===== config.mk =====
export PLATFORM = sky130hd
export DESIGN_NAME = reduce_issue_arbiter
export DESIGN_NICKNAME = d
export VERILOG_FILES = /design/src/rtl/reduce_pkg.sv /design/src/rtl/reduce_rr_pick.sv /design/src/rtl/reduce_issue_arbiter.sv
export SDC_FILE = /design/constraint.sdc
export NUM_CORES = 1
export LEC_CHECK = 0
export ABC_AREA = 0
export CORE_AREA = 2 2 200 202
export CTS_BUF_LIST = sky130_fd_sc_hd__clkbuf_4 sky130_fd_sc_hd__clkbuf_8
export DETAILED_ROUTE_END_ITERATION = 8
export DIE_AREA = 0 0 202 204
export GPL_TIMING_DRIVEN = 0
export PLACE_DENSITY = 0.67
export REMOVE_ABC_BUFFERS = 1
export SYNTH_ARGS = -nofsm -noshare
export SYNTH_HDL_FRONTEND = slang
export SYNTH_SLANG_ARGS = --single-unit
export TNS_END_PERCENT = 50

===== constraint.sdc =====
create_clock -name clk -period 6.85 [get_ports clk]
set_clock_uncertainty 0.1 [all_clocks]
set_input_delay 1.0275 -clock clk [delete_from_list [all_inputs] [get_ports clk]]
set_output_delay 1.0275 -clock clk [all_outputs]
set_load 0.03 [all_outputs]

===== src/rtl/reduce_pkg.sv =====
// reduce_pkg: flit field layout, opcodes and the table-index derivation
// shared by the issue arbiter and the reduce unit.
package reduce_pkg;
    localparam int FlitWidth    = 82;
    localparam int ValidBitPos  = 81;
    localparam int DstPos       = 72;
    localparam int TagPos       = 38;
    localparam int OpPos        = 32;
    localparam int ChildrenPos  = 82;
    localparam int AdderLatency = 4;
    localparam logic [3:0] ShortAllReduce = 4'b1110;

    // Off-node short all-reduce flits are tracked by destination z, everything else by tag.
    function automatic logic [7:0] reduce_index(input logic [FlitWidth-1:0] f, input logic [8:0] coord);
        return (f[DstPos+:9] != coord && f[OpPos+:4] == ShortAllReduce) ? 8'(f[DstPos+6+:3]) : f[TagPos+:8];
    endfunction

    function automatic logic is_reduction(input logic [FlitWidth-1:0] f);
        return f[ValidBitPos] && f[OpPos+2+:2] == 2'b11;
    endfunction
endpackage


===== src/rtl/reduce_rr_pick.sv =====
// reduce_rr_pick: rotate-priority picker, first eligible port at or after ptr wins.
module reduce_rr_pick #(
    parameter int NumPorts = 4,
    localparam int PW = $clog2(NumPorts)
) (
    input  logic [NumPorts-1:0] eligible,
    input  logic [PW-1:0]       ptr,
    output logic [NumPorts-1:0] grant,
    output logic [PW-1:0]       grant_idx,
    output logic                any_grant
);
    always_comb begin
        grant_idx = '0;
        any_grant = 1'b0;
        // Scan downward so the lowest offset from ptr is the last to overwrite.
        for (int i = NumPorts - 1; i >= 0; i--) begin
            if (eligible[(int'(ptr) + i) % NumPorts]) begin
                any_grant = 1'b1;
                grant_idx = PW'((int'(ptr) + i) % NumPorts);
            end
        end
        grant = any_grant ? NumPorts'(1) << grant_idx : '0;
    end
endmodule


===== src/rtl/reduce_issue_arbiter.sv =====
// reduce_issue_arbiter: round-robin issue of FIFO heads into the reduce unit with
// per-index hazard cooldown and a registered bypass; REDUCE_ARB_STATS_EN adds counters.
module reduce_issue_arbiter import reduce_pkg::*; #(
    parameter int NumPorts = 4,
    parameter logic [2:0] rank_z = 3'b0,
    parameter logic [2:0] rank_y = 3'b0,
    parameter logic [2:0] rank_x = 3'b0,
    parameter int lg_numprocs = 3,
    parameter int PayloadWidth = 32,
    parameter int IdxWidth = 3,
    parameter int HazardGap = AdderLatency + 1
) (
    input  logic                                          clk,
    input  logic                                          rst,
    input  logic [NumPorts*(lg_numprocs+FlitWidth)-1:0]   in_flit,
    input  logic [NumPorts-1:0]                           in_empty,
    output logic [NumPorts-1:0]                           in_rd_en,
    input  logic                                          ru_ready,
    output logic [lg_numprocs+FlitWidth-1:0]              ru_flit,
    output logic                                          ru_valid,
    output logic [FlitWidth-1:0]                          byp_flit,
    output logic                                          byp_valid,
    input  logic                                          byp_ready,
`ifdef REDUCE_ARB_STATS_EN
    input  logic [2:0]                                    stat_sel,
    output logic [15:0]                                   stat_count,
    output logic [15:0]                                   hazard_stall_cnt,
`endif
    output logic                                          busy
);
    localparam int EW = lg_numprocs + FlitWidth;
    localparam int PW = $clog2(NumPorts);
    localparam int Slots = 2 ** IdxWidth;
    localparam int CW = $clog2(HazardGap);
    localparam logic [8:0] Coord = {rank_z, rank_y, rank_x};

    if (PayloadWidth != OpPos) begin : g_payload_check
        $error("payload must end where the opcode field begins");
    end

    logic [EW-1:0] head [NumPorts];
    logic [IdxWidth-1:0] idx [NumPorts];
    logic [NumPorts-1:0] red, eligible, grant;
    logic [PW-1:0] ptr, gidx;
    logic any_grant, red_grant, byp_grant;
    logic [CW-1:0] cooldown [Slots];

    always_comb begin
        for (int i = 0; i < NumPorts; i++) begin
            head[i] = in_flit[i*EW+:EW];
            idx[i] = IdxWidth'(reduce_index(head[i][FlitWidth-1:0], Coord));
            red[i] = is_reduction(head[i][FlitWidth-1:0]);
            eligible[i] = !rst && !in_empty[i] && (!head[i][ValidBitPos] ||
                          (red[i] ? ru_ready && cooldown[idx[i]] == '0 : !byp_valid || byp_ready));
        end
    end

    reduce_rr_pick #(.NumPorts(NumPorts)) u_pick (
        .eligible(eligible),
        .ptr(ptr),
        .grant(grant),
        .grant_idx(gidx),
        .any_grant(any_grant)
    );

    assign in_rd_en = grant;
    assign red_grant = any_grant && red[gidx];
    assign byp_grant = any_grant && head[gidx][ValidBitPos] && !red[gidx];

    always_comb begin
        busy = byp_valid;
        for (int s = 0; s < Slots; s++) busy = busy || cooldown[s] != '0;
    end

    always_ff @(posedge clk or posedge rst) begin
        if (rst) begin
            ptr <= '0;
            ru_flit <= '0;
            ru_valid <= 1'b0;
            byp_flit <= '0;
            byp_valid <= 1'b0;
            for (int s = 0; s < Slots; s++) cooldown[s] <= '0;
        end else begin
            if (any_grant) ptr <= gidx == PW'(NumPorts - 1) ? '0 : gidx + 1'b1;
            ru_valid <= red_grant;
            // Idle cycles only drop the valid bit; the rest of the last packet holds.
            ru_flit <= red_grant ? head[gidx] : ru_flit & ~(EW'(1) << ValidBitPos);
            if (byp_grant) byp_flit <= head[gidx][ChildrenPos-1:0];
            byp_valid <= byp_grant || (byp_valid && !byp_ready);
            for (int s = 0; s < Slots; s++)
                cooldown[s] <= red_grant && idx[gidx] == IdxWidth'(s) ? CW'(HazardGap - 1)
                               : cooldown[s] - CW'(cooldown[s] != '0);
        end
    end

`ifdef REDUCE_ARB_STATS_EN
    logic [15:0] grant_cnt [NumPorts];
    logic stall;

    always_comb begin
        stall = 1'b0;
        for (int i = 0; i < NumPorts; i++)
            stall = stall || (!in_empty[i] && red[i] && ru_ready && cooldown[idx[i]] != '0);
    end

    always_ff @(posedge clk or posedge rst) begin
        if (rst) begin
            for (int i = 0; i < NumPorts; i++) grant_cnt[i] <= '0;
            stat_count <= '0;
            hazard_stall_cnt <= '0;
        end else begin
            for (int i = 0; i < NumPorts; i++)
                grant_cnt[i] <= grant_cnt[i] + 16'(grant[i] && grant_cnt[i] != '1);
            stat_count <= 32'(stat_sel) < NumPorts ? grant_cnt[stat_sel[PW-1:0]] : '0;
            hazard_stall_cnt <= hazard_stall_cnt + 16'(stall && hazard_stall_cnt != '1);
        end
    end
`endif
endmodule

After elaboration in Yosys (flattened, before gate mapping) --
Index checks and enable logic that the tools add are counted.
Storage, ports and cells: register bits after elaboration 195, input bits 348, output and inout bits 174
Cells by class: $add $sub $neg 12, magnitude comparators 10, equality and inequality tests 16, shifts and indexed selects 1, multiplexer cells 58, bitwise logic cells 8, reduce and logical (&&, ||, !) cells 78
Operators with widths (count):
- 2-to-1 mux 85 bit | 3
- binary-select mux 85 bit (select 2 bit) | 1
- 2-to-1 mux 3 bit | 22
- binary-select mux 3 bit (select 3 bit) | 4
- nonzero test 9 bit | 4
- logical AND 1 bit | 32
- nonzero test 3 bit | 8
- subtractor 3 x 1 -> 3 bit | 8
- == test 4 bit (second input constant) | 4
- greater-or-equal comparator 4 bit (second input constant) | 4
- 2-to-1 mux 1 bit | 16
- inverter 3 -> 4 bit | 4
- logical NOT 3 bit | 5
- logical OR 1 bit | 14
- == test 3 bit (second input constant) | 4
- logical NOT 1 bit | 12
- less-than comparator 3 x 4 -> 1 bit (second input constant) | 3
- binary-select mux 1 bit (select 2 bit) | 5
- == test 2 bit (second input constant) | 5
- 2-to-1 mux 2 bit | 5
- binary-select mux 3 bit (select 2 bit) | 1
- == test 3 x 2 -> 1 bit (second input constant) | 2
- less-than comparator 2 x 3 -> 1 bit (second input constant) | 2
- OR reduction 2 bit | 3
- 8 further kinds | 12

Logic depth before layout (Yosys ltp) --
depth in word-level cells 26, depth in mapped cells 17

Hierarchy --
A second synthesis with hierarchy kept.
Second synthesis, totals: cells, all modules 780, area, all modules 10780.3 sq um
By module, submodules not included:
- reduce_issue_arbiter | instances 1, cells an instance 751, area each 10597.7 sq um, sequential area each 4879.7 sq um
- reduce_rr_pick | instances 1, cells an instance 29, area each 182.7 sq um, sequential area each 0.0 sq um

Least setup slack after synthesis --
OpenSTA, ideal clock, no wires.
path kind in2out, start point input port in_flit[247], end point output port in_rd_en[0], arrival time 4.158 ns, path slack 1.565 ns, stages 14, cells stage by stage or4_1 or4_1 and2_1 buf_2 a221oi_1 o31ai_1 o21ai_2 o21ba_2 nor3_4 inv_2 buf_2 buf_6 ha_1 and2_1
On the way: longest elaborated chain between the ends 21
Ends and longest elaborated chain:
- start, declared | RTL line reduce_issue_arbiter.sv:15 | input logic [NumPorts*(lg_numprocs+FlitWidth)-1:0] in_flit,
- nonzero test 9 bit (*) | RTL line reduce_pkg.sv:15 | return (f[DstPos+:9] != coord && f[OpPos+:4] == ShortAllReduce) ? 8'(f[DstPos+6+:3]) : f[TagPos+:8];
- logical AND 1 bit (*) | RTL line reduce_pkg.sv:15
- 2-to-1 mux 3 bit (*) | RTL line reduce_pkg.sv:15
- inverter 3 -> 4 bit (implied by the code) (*) | RTL line reduce_issue_arbiter.sv:54 | (red[i] ? ru_ready && cooldown[idx[i]] == '0 : !byp_valid || byp_ready));
- binary-select mux 3 bit (select 3 bit) (*) | RTL line reduce_issue_arbiter.sv:54
- 2-to-1 mux 3 bit (implied by the code) (*) (2 in series) | RTL line reduce_issue_arbiter.sv:54
- logical NOT 3 bit (*) | RTL line reduce_issue_arbiter.sv:54
- logical AND 1 bit (*) | RTL line reduce_issue_arbiter.sv:54
- 2-to-1 mux 1 bit (*) | RTL line reduce_issue_arbiter.sv:54
- logical OR 1 bit (*) | RTL line reduce_issue_arbiter.sv:53 | eligible[i] = !rst && !in_empty[i] && (!head[i][ValidBitPos] ||
- logical AND 1 bit (*) | RTL line reduce_issue_arbiter.sv:53
- binary-select mux 1 bit (select 2 bit) | RTL line reduce_rr_pick.sv:17 | if (eligible[(int'(ptr) + i) % NumPorts]) begin
- 2-to-1 mux 1 bit (implied by the code) (2 in series) | RTL line reduce_rr_pick.sv:17
- 2-to-1 mux 2 bit (4 in series) | RTL line reduce_rr_pick.sv:17
- << shifter 1 x 2 -> 4 bit | RTL line reduce_rr_pick.sv:22 | grant = any_grant ? NumPorts'(1) << grant_idx : '0;
- 2-to-1 mux 4 bit (*) | RTL line reduce_rr_pick.sv:22
- end, declared | RTL line reduce_issue_arbiter.sv:17 | output logic [NumPorts-1:0] in_rd_en,
Mark *: on every way between the ends. The rest lies on a longest branch, timed or not. The select of a mux whose other input is x is not followed.

Worst setup path after layout --
start point input port in_flit[32], end point output port in_rd_en[0]
On the way: longest elaborated chain between the ends 21
Ends and longest elaborated chain (RTL line):
- == test 4 bit (*) | reduce_pkg.sv:15
- logical AND 1 bit (*) | reduce_pkg.sv:15
- 2-to-1 mux 3 bit (*) | reduce_pkg.sv:15
- inverter 3 -> 4 bit (implied by the code) (*) | reduce_issue_arbiter.sv:54
- binary-select mux 3 bit (select 3 bit) (*) | reduce_issue_arbiter.sv:54
- 2-to-1 mux 3 bit (implied by the code) (*) (2 in series) | reduce_issue_arbiter.sv:54
- logical NOT 3 bit (*) | reduce_issue_arbiter.sv:54
- logical AND 1 bit (*) | reduce_issue_arbiter.sv:54
- 2-to-1 mux 1 bit (*) | reduce_issue_arbiter.sv:54
- logical OR 1 bit (*) | reduce_issue_arbiter.sv:53
- logical AND 1 bit (*) | reduce_issue_arbiter.sv:53
- binary-select mux 1 bit (select 2 bit) | reduce_rr_pick.sv:17
- 2-to-1 mux 1 bit (implied by the code) (2 in series) | reduce_rr_pick.sv:17
- 2-to-1 mux 2 bit (4 in series) | reduce_rr_pick.sv:17
- << shifter 1 x 2 -> 4 bit | reduce_rr_pick.sv:22
- 2-to-1 mux 4 bit (*) | reduce_rr_pick.sv:22
Marks and branches as above.

==> run summary <==
- **run status** finished clean
- **Detailed Routing Iterations Pass 1** 6
- **cell type contributing the most total cell area after synthesis** dfrtp_1
- **share of the yosys chip area belonging to registers** 39.87%
- **die extent in x** 202 um
- **WP data required** 5720 ps
- **total clock buffers created by CTS** 17
- **smallest hold slack** 370.7 ps
- **ratio of routed vias to standard cells** 4.836
- **Peak supply drop** 0.1751 mV
- **Tightest Pin Transition** 858.0 ps
- **worst-path maximum fanout** 88
- **floorplan core area** 39180 um2
- **Critical Path Source Type** primary input
- **number of instances in the synthesized netlist** 1132
- **TritonCTS clock tree** yes
- **floorplan row count** 73
- **number of port buffers** 521
- **number of enable-type register cells in the synthesized netlist** 0
- **final worst path period need** 6674 ps
- **register clock-pin slew on the reported worst setup and hold paths** 90 ps
- **most frequent standard cell in the layout excluding fill and tap cells** clkdlybuf4s50_1
- **synthesis-to-finish area growth** 52.41%
- **most frequently used flop master after synthesis** dfrtp_1
- **maximum achievable frequency** 149.8 MHz
- **Final Cell Area** 18650 um2
- **worst-case headroom to the max-slew limit** 42.36%
- **summed instance area of the synthesized netlist** 12240 um2
- **Initial Utilization** 31.23%
- **DP Cell Count** 2150
- **Final Max Tran Viols** 0
- **post-synthesis register bit count** 195
- **DP Area** 18150 um2
- **setup repair after global routing missed its margin** false
- **total number of clock tree sinks** 195
- **fraction of post-synthesis cell area in the top cell type by area** 39.87%
- **height of the die** 204 um
- **antenna violations before repair** 0
- **async set-or-reset flop fraction in the synthesized netlist** 100.0%
- **critical path start-end classification** primary input to primary output
- **post-route fraction of the period consumed by the critical path** 97.44%
- **worst endpoint data arrival time** 5550 ps
- **Maximum Capacitance Violations** 0
- **Hold Crit Start** ru_flit[35]
- **summed negative setup slack over all endpoints** 0 ps
- **clk_lat worst skew** 490 ps
- **total vias in the final route** 10.59k
- **Worst setup startpoint** in_flit[32]
- **non-filler instance count after layout** 2189
- **startpoint of the worst register-to-register path** cooldown[12]
- **number of buffers inserted for hold repair after clock tree synthesis** 0
- **average instance area after synthesis** 10.81 um2
- **most frequent cells in the layout** clkdlybuf4s50_1, mux2i_1, dfrtp_1, inv_1, mux2_1
- **drt first-iter violations** 445
- **CTS H-tree depth** 4
- **post-DR wirelength/cell** 19.52 um
- **leakage component of the power** 0.008941 uW
- **Max clock buf depth** 2
- **cells along the critical path** clkdlybuf4s50_1 > nand4b_1 > mux2i_1 > nand2_1 > or4_1 > a41oi_1 > nor4b_1 > and2_1 > nor3_4 > inv_12 > ha_1 > and2_1 > clkdlybuf4s50_1
- **number of top-level pins** 522
- **power per unit of standard cell area** 380.3 nW/um2
- **Final setup violation count** 0
- **via count of the first global-routing pass** 10.91k
- **global-route total usage across every layer** 20.11%
- **Remaining Overflow, GRT** 0
- **DR DRC count** 0
- **Total Die Area** 41210 um2
- **share of post-route cells with drive strength above 1** 5.168%
- **count of nets left with antenna violations after detail routing** 0
- **kind of end point of the critical path** primary output
- **Final Wtd Congestion** 0.9256
- **count of antenna diodes in the layout** 0
- **wire length of the first global-routing pass** 63480 um
- **root buffer cell** clkbuf_8
- **count of synthesis-stage warnings from yosys** 0
- **detailed-placement wirelength estimate** 33070 um
- **path class of the lowest-slack min-delay path** register to register
- **library cells used by synthesis** 67
- **largest net degree at the start of global routing** 116
- **Crit-path slowest cell** clkdlybuf4s50_1
- **cell types occupying the most area after synthesis** dfrtp_1, mux2i_1, mux2_1, inv_1, ha_1
- **number of hold violations in the final report** 0
- **critical path's largest stage delay** 590 ps
- **total wire length after detailed routing** 42740 um
- **final net count** 2020
## stage by stage
stage	setup WS, ps	total power [uW]	utilization, %
2_1_floorplan	-5446	4588	-
3_3_place_gp	-11160	6436	45.32
3_5_place_dp	-1143	6325	46.31
4_1_cts	56.94	7171	47.47
5_1_grt	0.08438	7517	47.60
6_report	175.6	7092	47.60
## kinds of logic (layout without fill, tap and decap cells)
group                    after synthesis  count (layout)  share of synthesized area [%]
buffers and inverters                246             776                          8.752
XOR/XNOR                               8               8                         0.5726
AO/OA/AOI/OAI                        108             108                          6.656
adder cells (fa/ha/maj)               20              20                          2.045
AND/OR/NAND/NOR                      123             125                          5.889
multiplexers                         432             432                          36.21
flip-flops                           195             195                          39.87
## power breakdown
part / internal [uW] / switching (uW) / leakage, uW
clock network: 354 / 435 / 0.000204
registers: 1730 / 324 / 0.00225
logic: 1830 / 2420 / 0.00649
## metal layers
| layer | routed length [um] | global-route usage (%) | share of wire [%] |
|---|---|---|---|
| met3 | 2677 | 4.751 | 6.3 |
| met2 | 21530 | 35.67 | 50 |
| met5 | 0 | 0 | 0 |
| met1 | 17120 | 23.38 | 40 |
| met4 | 1411 | 8.009 | 3.3 |
## critical path, delay by kind of cell
kind                       cells  cell delay (ps)
adders and majority gates      1              290
AOI/OAI and AO/OA              1              430
buffers and inverters          3             1300
and+or+nand+nor                7             2140
muxes                          1              340
## state kept, by name, indices dropped and copies added (netlist names)
name       count
byp_flit      82
byp_valid      1
ru_valid       1
ru_flit       85
cooldown      24
ptr            2
## synthesized netlist by cell type, types with 4 or more instances
master	n
buf_2	28
nand4_1	8
ha_1	20
nor2_1	12
nor3_1	13
xnor2_1	8
o211ai_1	6
a31oi_1	17
mux2i_1	346
nand2b_1	5
nand3_1	12
nand2_1	23
a211oi_1	6
a311oi_1	5
o31ai_1	11
dfrtp_1	195
o21ai_0	7
and4b_1	4
a21oi_1	9
and2_1	11
nand4b_1	5
nor4_1	11
mux2_1	84
inv_1	190
a21o_1	4
buf_6	14
clkbuf_1	10
o21a_1	4
## layout make-up
| type | count | area, um2 |
|---|---|---|
| fillers | 3593 | 20530 |
| multi-input cells | 693 | 6339 |
| repair buffers | 553 | 5638 |
| flip-flops and latches | 195 | 4880 |
| inverters | 192 | 740.7 |
| well taps | 525 | 656.9 |
| clock buffers | 21 | 276.5 |
| clock inverters | 10 | 121.4 |
## worst paths after layout
check / end / slack (ps) / cells past startpoint
max: in_rd_en[0] / 180 / 13
min: ru_flit[35] / 370 / 1
max reg2reg: byp_flit[47] / 940 / 21
min reg2reg: ru_flit[35] / 370 / 1
max in group asynchronous: ru_flit[36] / 4540 / 3
min in group asynchronous: byp_flit[11] / 1110 / 2
## repair_timing
action | CTS | global route
setup buffers | 3 | 2
gates resized for setup | 4 | 3
endpoints found under the setup margin | 82 | 15
pin swaps | 4 | 1
gates cloned | 2 | 1
No activity file was read; power rests on OpenSTA's default activity.
==> RTL edit 1 (config.mk and constraints unchanged) <==
The option `REDUCE_ARB_STATS_EN` is turned on by a define.
--- a/src/rtl/reduce_issue_arbiter.sv
+++ b/src/rtl/reduce_issue_arbiter.sv
@@ -2,2 +2,4 @@
 // per-index hazard cooldown and a registered bypass; REDUCE_ARB_STATS_EN adds counters.
+`define REDUCE_ARB_STATS_EN
+
 module reduce_issue_arbiter import reduce_pkg::*; #(
Interface: changed (added hazard_stall_cnt, stat_count and stat_sel); port bits go from 522 to 557. The function was not compared with the original's and may differ.
==> RTL edit 1 against the unedited design <==
Synthesized cell count is 15% higher; wire length is 43% higher; first-iteration DRC count is 62% higher; power is 31% higher; non-clock buffer count is 29 higher; worst setup slack better by 0.19 ns; sequential cell count is 96 higher; area after synthesis is 33% higher; worst hold slack better by 0.0063 ns; design area is 27% higher; critical path type unchanged; largest cell class unchanged.
==> RTL edit 1: results <==
set metrics [dict create \
    drive_gt1_share_pct 16.01 \
    ys_async_rst_share_pct 100.0 \
    detail_route.vias_per_cell 5.319 \
    pin_count_of_the_biggest_net_entering_global_routing 128 \
    worst_ir_drop_vdd_v 0.0002225 \
    routed_wire_length_per_instance_um 25.01 \
    finalSetupTns_ns 0 \
    dp.cells 2337 \
    top_regs "ru_flit x85, byp_flit x82, grant_cnt x64" \
    worst_hold_path_type "flop to flop" \
    outcome "finished clean" \
    yosysUniqueCellTypes 73 \
    cts.htree.levels 2 \
    power_leakage_nw 10.71 \
    clk_pin_slew_worst_paths_ns 0.06 \
    arrival_time_at_the_worst_endpoint_ns 5.36 \
    worst_hold_startpoint "ru_flit[35]" \
    max_slew_margin_pct 22.97 \
    place_area_um2 22520 \
    clkLatencyLatePin_ns 0.63 \
    global_route_wire_length_before_repair_mm 89.76 \
    detail_route.iter0.violations 719 \
    track_usage_pct 29.32 \
    yosysWarnings 0 \
    critical_path_source "in_flit[163]" \
    num_vias 12960 \
    synth_top_flop_cell "sky130_fd_sc_hd__dfrtp_1" \
    post_synth_inst_count 1301 \
    number_of_antenna_violations_at_the_first_check_in_global_routing 10 \
    cts-buffers-inserted 52 \
    synth-seq-area-share_pct 44.82 \
    dp.final_hpwl_mm 48.50 \
    ctsLongestPathBuffers 3 \
    ys_top_cells_by_area "sky130_fd_sc_hd__dfrtp_1 (45%), sky130_fd_sc_hd__mux2i_1 (17%), sky130_fd_sc_hd__mux2_4 (6.4%)" \
    worstPathMaxFanout 84 \
    place.port_buffers 556 \
    gp_congestion 0.9494 \
    crit-reg2reg-launch "cooldown[6]" \
    drtPass1Iterations 5 \
    clk_root_buffer_cell "sky130_fd_sc_hd__clkbuf_8" \
    synth_top_cells_by_count "sky130_fd_sc_hd__dfrtp_1 (291), sky130_fd_sc_hd__mux2i_1 (277), sky130_fd_sc_hd__mux2_2 (79), sky130_fd_sc_hd__mux2_4 (69), sky130_fd_sc_hd__nand2_1 (63)" \
]
## RTL edit 1: worst max-delay path, cell delays in order
cell	delay [ns]
sky130_fd_sc_hd__clkdlybuf4s50_1	0.51
sky130_fd_sc_hd__nor4_1	0.36
sky130_fd_sc_hd__nand3_1	0.27
sky130_fd_sc_hd__o21ai_1	0.46
sky130_fd_sc_hd__nand2_1	0.11
sky130_fd_sc_hd__o22a_1	0.22
sky130_fd_sc_hd__a31o_2	0.29
sky130_fd_sc_hd__a211oi_2	0.33
sky130_fd_sc_hd__a211oi_4	0.11
sky130_fd_sc_hd__inv_8	0.49
sky130_fd_sc_hd__ha_1	0.25
sky130_fd_sc_hd__and2_1	0.20
sky130_fd_sc_hd__clkdlybuf4s50_1	0.72
## RTL edit 1: kinds of logic (layout without fill, tap and decap cells)
group,count (synthesis),in the layout,share of synthesized area [%]
buffers and inverters,97,701,3.481
AND/OR/NAND/NOR,252,252,7.978
XOR/XNOR,79,79,4.259
adder cells (fa/ha/maj),30,30,2.310
AO/OA/AOI/OAI,93,93,4.767
other,0,6,0
flip-flops,291,291,44.82
multiplexers,459,459,32.38
## RTL edit 1: worst paths after layout
kind                                end  slack, ns  cells past startpoint
setup / recovery            in_rd_en[0]       0.37                     13
hold / removal              ru_flit[35]       0.38                      1
setup reg to reg            ru_flit[20]       1.30                     16
hold reg to reg             ru_flit[35]       0.38                      1
max in group asynchronous  byp_flit[48]       4.21                      4
min in group asynchronous     byp_valid       0.90                      2
## RTL edit 1: final cells by class
cell class                      instances  area, µm²
Antenna cell                            6      15.01
Clock buffer                           78      960.9
Clock inverter                         12      97.59
Fill cell                            3192      15560
Inverter                               29      123.9
Multi-Input combinational cell        913       8429
Sequential cell                       291       7282
Tap cell                              525      656.9
Timing Repair Buffer                  582       6061
## RTL edit 1: timing repair
action,4_1_cts,5_1_grt
setup buffers,1,2
setup endpoints to repair,53,4
gates resized for setup,1,1
pin swaps,1,1
## RTL edit 1: metal layers
| metal | wire length (µm) | up-vias | GRT usage (%) |
|---|---|---|---|
| met3 | 3680 | 92 | 6.266 |
| li1 | - | 5904 | - |
| met1 | 26270 | 6512 | 38.74 |
| met5 | 39 | - | 0 |
| met4 | 1673 | 6 | 9.191 |
| met2 | 29270 | 443 | 48.27 |
## RTL edit 1: report_power, final
part           switching (mW)  internal [mW]
clock                   0.749          0.933
combinational            2.55           2.22
sequential              0.431           2.38
## RTL edit 1: per-stage QoR
stage	power [mW]	setup slack, ns
detailed placement	7.609	-0.9259
global placement	7.731	-12.01
finish	9.270	0.3671
global route	9.693	0.06592
floorplan	5.648	-5.644
CTS	9.336	0.1221
==> RTL edit 2 (same flow settings) <==
Without the edit above. `ru_flit` no longer has a reset.
--- a/src/rtl/reduce_issue_arbiter.sv
+++ b/src/rtl/reduce_issue_arbiter.sv
@@ -77,3 +77,2 @@
             ptr <= '0;
-            ru_flit <= '0;
             ru_valid <= 1'b0;
@@ -86,3 +85,2 @@
             // Idle cycles only drop the valid bit; the rest of the last packet holds.
-            ru_flit <= red_grant ? head[gidx] : ru_flit & ~(EW'(1) << ValidBitPos);
             if (byp_grant) byp_flit <= head[gidx][ChildrenPos-1:0];
@@ -93,2 +91,6 @@
         end
+    end
+
+    always_ff @(posedge clk) begin
+        ru_flit <= red_grant ? head[gidx] : ru_flit & ~(EW'(1) << ValidBitPos);
     end
Behaviour: not the same (Yosys sat finds a counterexample within 4 cycles, from zero or initial values and one cycle with rst high; the reset may be asserted at any time).
==> RTL edit 2 against the unedited design <==
Power fell by 17%; critical path depth increased by 1; wire length is 5.2% higher; global-route usage increased by 1.2 points; first-iteration DRC count up 30%; worst setup slack worse by 0.060 ns; area after synthesis decreased by 9.5%; sequential cell count unchanged; design area down 6.0%.
==> RTL edit 2: results <==
set metrics [dict create \
    outcome "finished clean" \
    synth-seq-area-share_pct 47.79 \
    worstPathMaxFanout 54 \
    worst_hold_startpoint "byp_flit[81]" \
    worstReg2RegEnd "byp_flit[25]" \
    yosysWarnings 0 \
    dp.cells 1979 \
    number_of_global_route_vias_before_repair 10040 \
    critical-path-max-stage-delay_ns 0.59 \
    synth_top_cells_by_count "sky130_fd_sc_hd__dfrtp_1 (110), sky130_fd_sc_hd__nand2_1 (98), sky130_fd_sc_hd__a21oi_1 (87), sky130_fd_sc_hd__mux2i_1 (87), sky130_fd_sc_hd__edfxtp_1 (84)" \
    power_leakage_nw 7.075 \
    ctsLongestPathBuffers 2 \
    drive_gt1_share_pct 10.04 \
    cp_top_family "buffers and inverters" \
    top_regs "ru_flit x85, byp_flit x82, cooldown x24" \
    place_area_um2 16980 \
    worst_hold_path_type "flop to flop" \
    ys_top_cells_by_area "sky130_fd_sc_hd__dfrtp_1 (25%), sky130_fd_sc_hd__edfxtp_1 (23%), sky130_fd_sc_hd__mux2_4 (9.2%)" \
    critical_path.slowest_cell "sky130_fd_sc_hd__clkdlybuf4s50_1" \
    hold_path_depth 1 \
    rrSetupSlack_ns 1.96 \
    num-nets-final 1849 \
    max_slew_margin_pct 44.64 \
    ys_async_rst_share_pct 56.41 \
    finalCritPeriodShare_pct 98.31 \
    detail_route.iter0.violations 577 \
    number_of_enable_type_register_cells_in_the_synthesized_netlist 84 \
    fill_cells 3658 \
    clkLatencyLatePin_ns 0.52 \
    pin_count_of_the_biggest_net_entering_global_routing 103 \
    worst_case_hold_slack_ns 0.3899 \
    global_route_wire_length_before_repair_mm 65.13 \
    yosysUniqueCellTypes 68 \
    arrival_time_at_the_worst_endpoint_ns 5.61 \
    final-instance-count-excl-fill 2021 \
    worst_ir_drop_vdd_v 0.0001744 \
    clk_root_buffer_cell "sky130_fd_sc_hd__clkbuf_8" \
    detail_route.vias_per_cell 4.934 \
    place.port_buffers 521 \
    crit-reg2reg-launch "cooldown[3]" \
    synth_area_per_cell_um2 11.28 \
    cts.htree.levels 4 \
    gp_congestion 0.9003 \
    routed_wire_length_per_instance_um 22.24 \
    dp_worst_setup_slack_ns -1.043 \
    reg2reg_depth 16 \
    track_usage_pct 21.31 \
    clk_pin_slew_worst_paths_ns 0.10 \
    dp.final_hpwl_mm 33.98 \
    drtPass1Iterations 5 \
    number_of_antenna_violations_at_the_first_check_in_global_routing 3 \
    min_delay_worst_endpoint "byp_flit[81]" \
]
RTL edit 2: changes by cell type in the layout (fill, tap and decap cells not counted), moves of 68 or more:
cell                       before  now
sky130_fd_sc_hd__mux2_4         0   68
sky130_fd_sc_hd__inv_1        189   32
sky130_fd_sc_hd__a21oi_1        9   86
sky130_fd_sc_hd__mux2i_1      346   87
sky130_fd_sc_hd__dfrtp_1      195  110
sky130_fd_sc_hd__nand2_1       23   98
sky130_fd_sc_hd__mux2_1        84   13
sky130_fd_sc_hd__edfxtp_1       0   84
RTL edit 2: final cells by class:
| class | count | share of cell area, % |
|---|---|---|
| Antenna cell | 2 | 0.02856 |
| Clock inverter | 12 | 0.7425 |
| Timing Repair Buffer | 541 | 31.77 |
| Clock buffer | 20 | 1.499 |
| Inverter | 35 | 0.8924 |
| Timing Repair inverter | 1 | 0.04997 |
| Multi-Input combinational cell | 690 | 31.06 |
| Tap cell | 525 | 3.748 |
| Sequential cell | 195 | 30.21 |
RTL edit 2: layer usage:
layer | wire length (µm) | global-route usage (%) | vias to the layer above
met4 | 1564 | 8.850 | 2
met1 | 18530 | 25.83 | 4842
met2 | 21980 | 36.05 | 402
met3 | 2864 | 5.421 | 84
li1 | - | - | 4641
met5 | 13 | 0 | -
RTL edit 2: kinds of logic (layout without fill, tap and decap cells):
family	Yosys count	in the layout	share of synthesized area, %
AOI/OAI and AO/OA	233	235	14.03
xor gates and xnor gates	8	8	0.6324
adders and majority gates	20	20	2.259
buffers and inverters	99	609	4.122
DFF	195	195	47.79
muxes	174	174	19.31
other	0	2	0
and+or+nand+nor	253	253	11.86
RTL edit 2: timing repair:
action,4_1_cts,5_1_grt
endpoints found under the setup margin,4,4
buffers inserted,5,0
gates cloned,3,0
pin swaps,3,0
gates resized for setup,8,7
RTL edit 2: how the worst max path moves through the flow:
stage                 start     endpoint
3_5_place_dp   in_flit[163]  in_rd_en[0]
3_3_place_gp            rst     ru_valid
5_1_grt        in_flit[163]  in_rd_en[2]
6_report        in_flit[78]  in_rd_en[2]
4_1_cts         in_flit[78]  in_rd_en[0]
2_1_floorplan           rst   ru_flit[0]
RTL edit 2: stage by stage:
stage	util (%)	TNS [ns]
2_1_floorplan	-	-1918.58
3_3_place_gp	42.43	-4264.84
3_5_place_dp	43.34	-18.41
4_1_cts	44.61	0
5_1_grt	44.72	-0.008048
6_report	44.73	0
RTL edit 2: power by group:
group          internal (mW)  switching (mW)
registers               1.65           0.210
logic                   1.49            1.76
clock network          0.342           0.443
total                   3.48            2.41
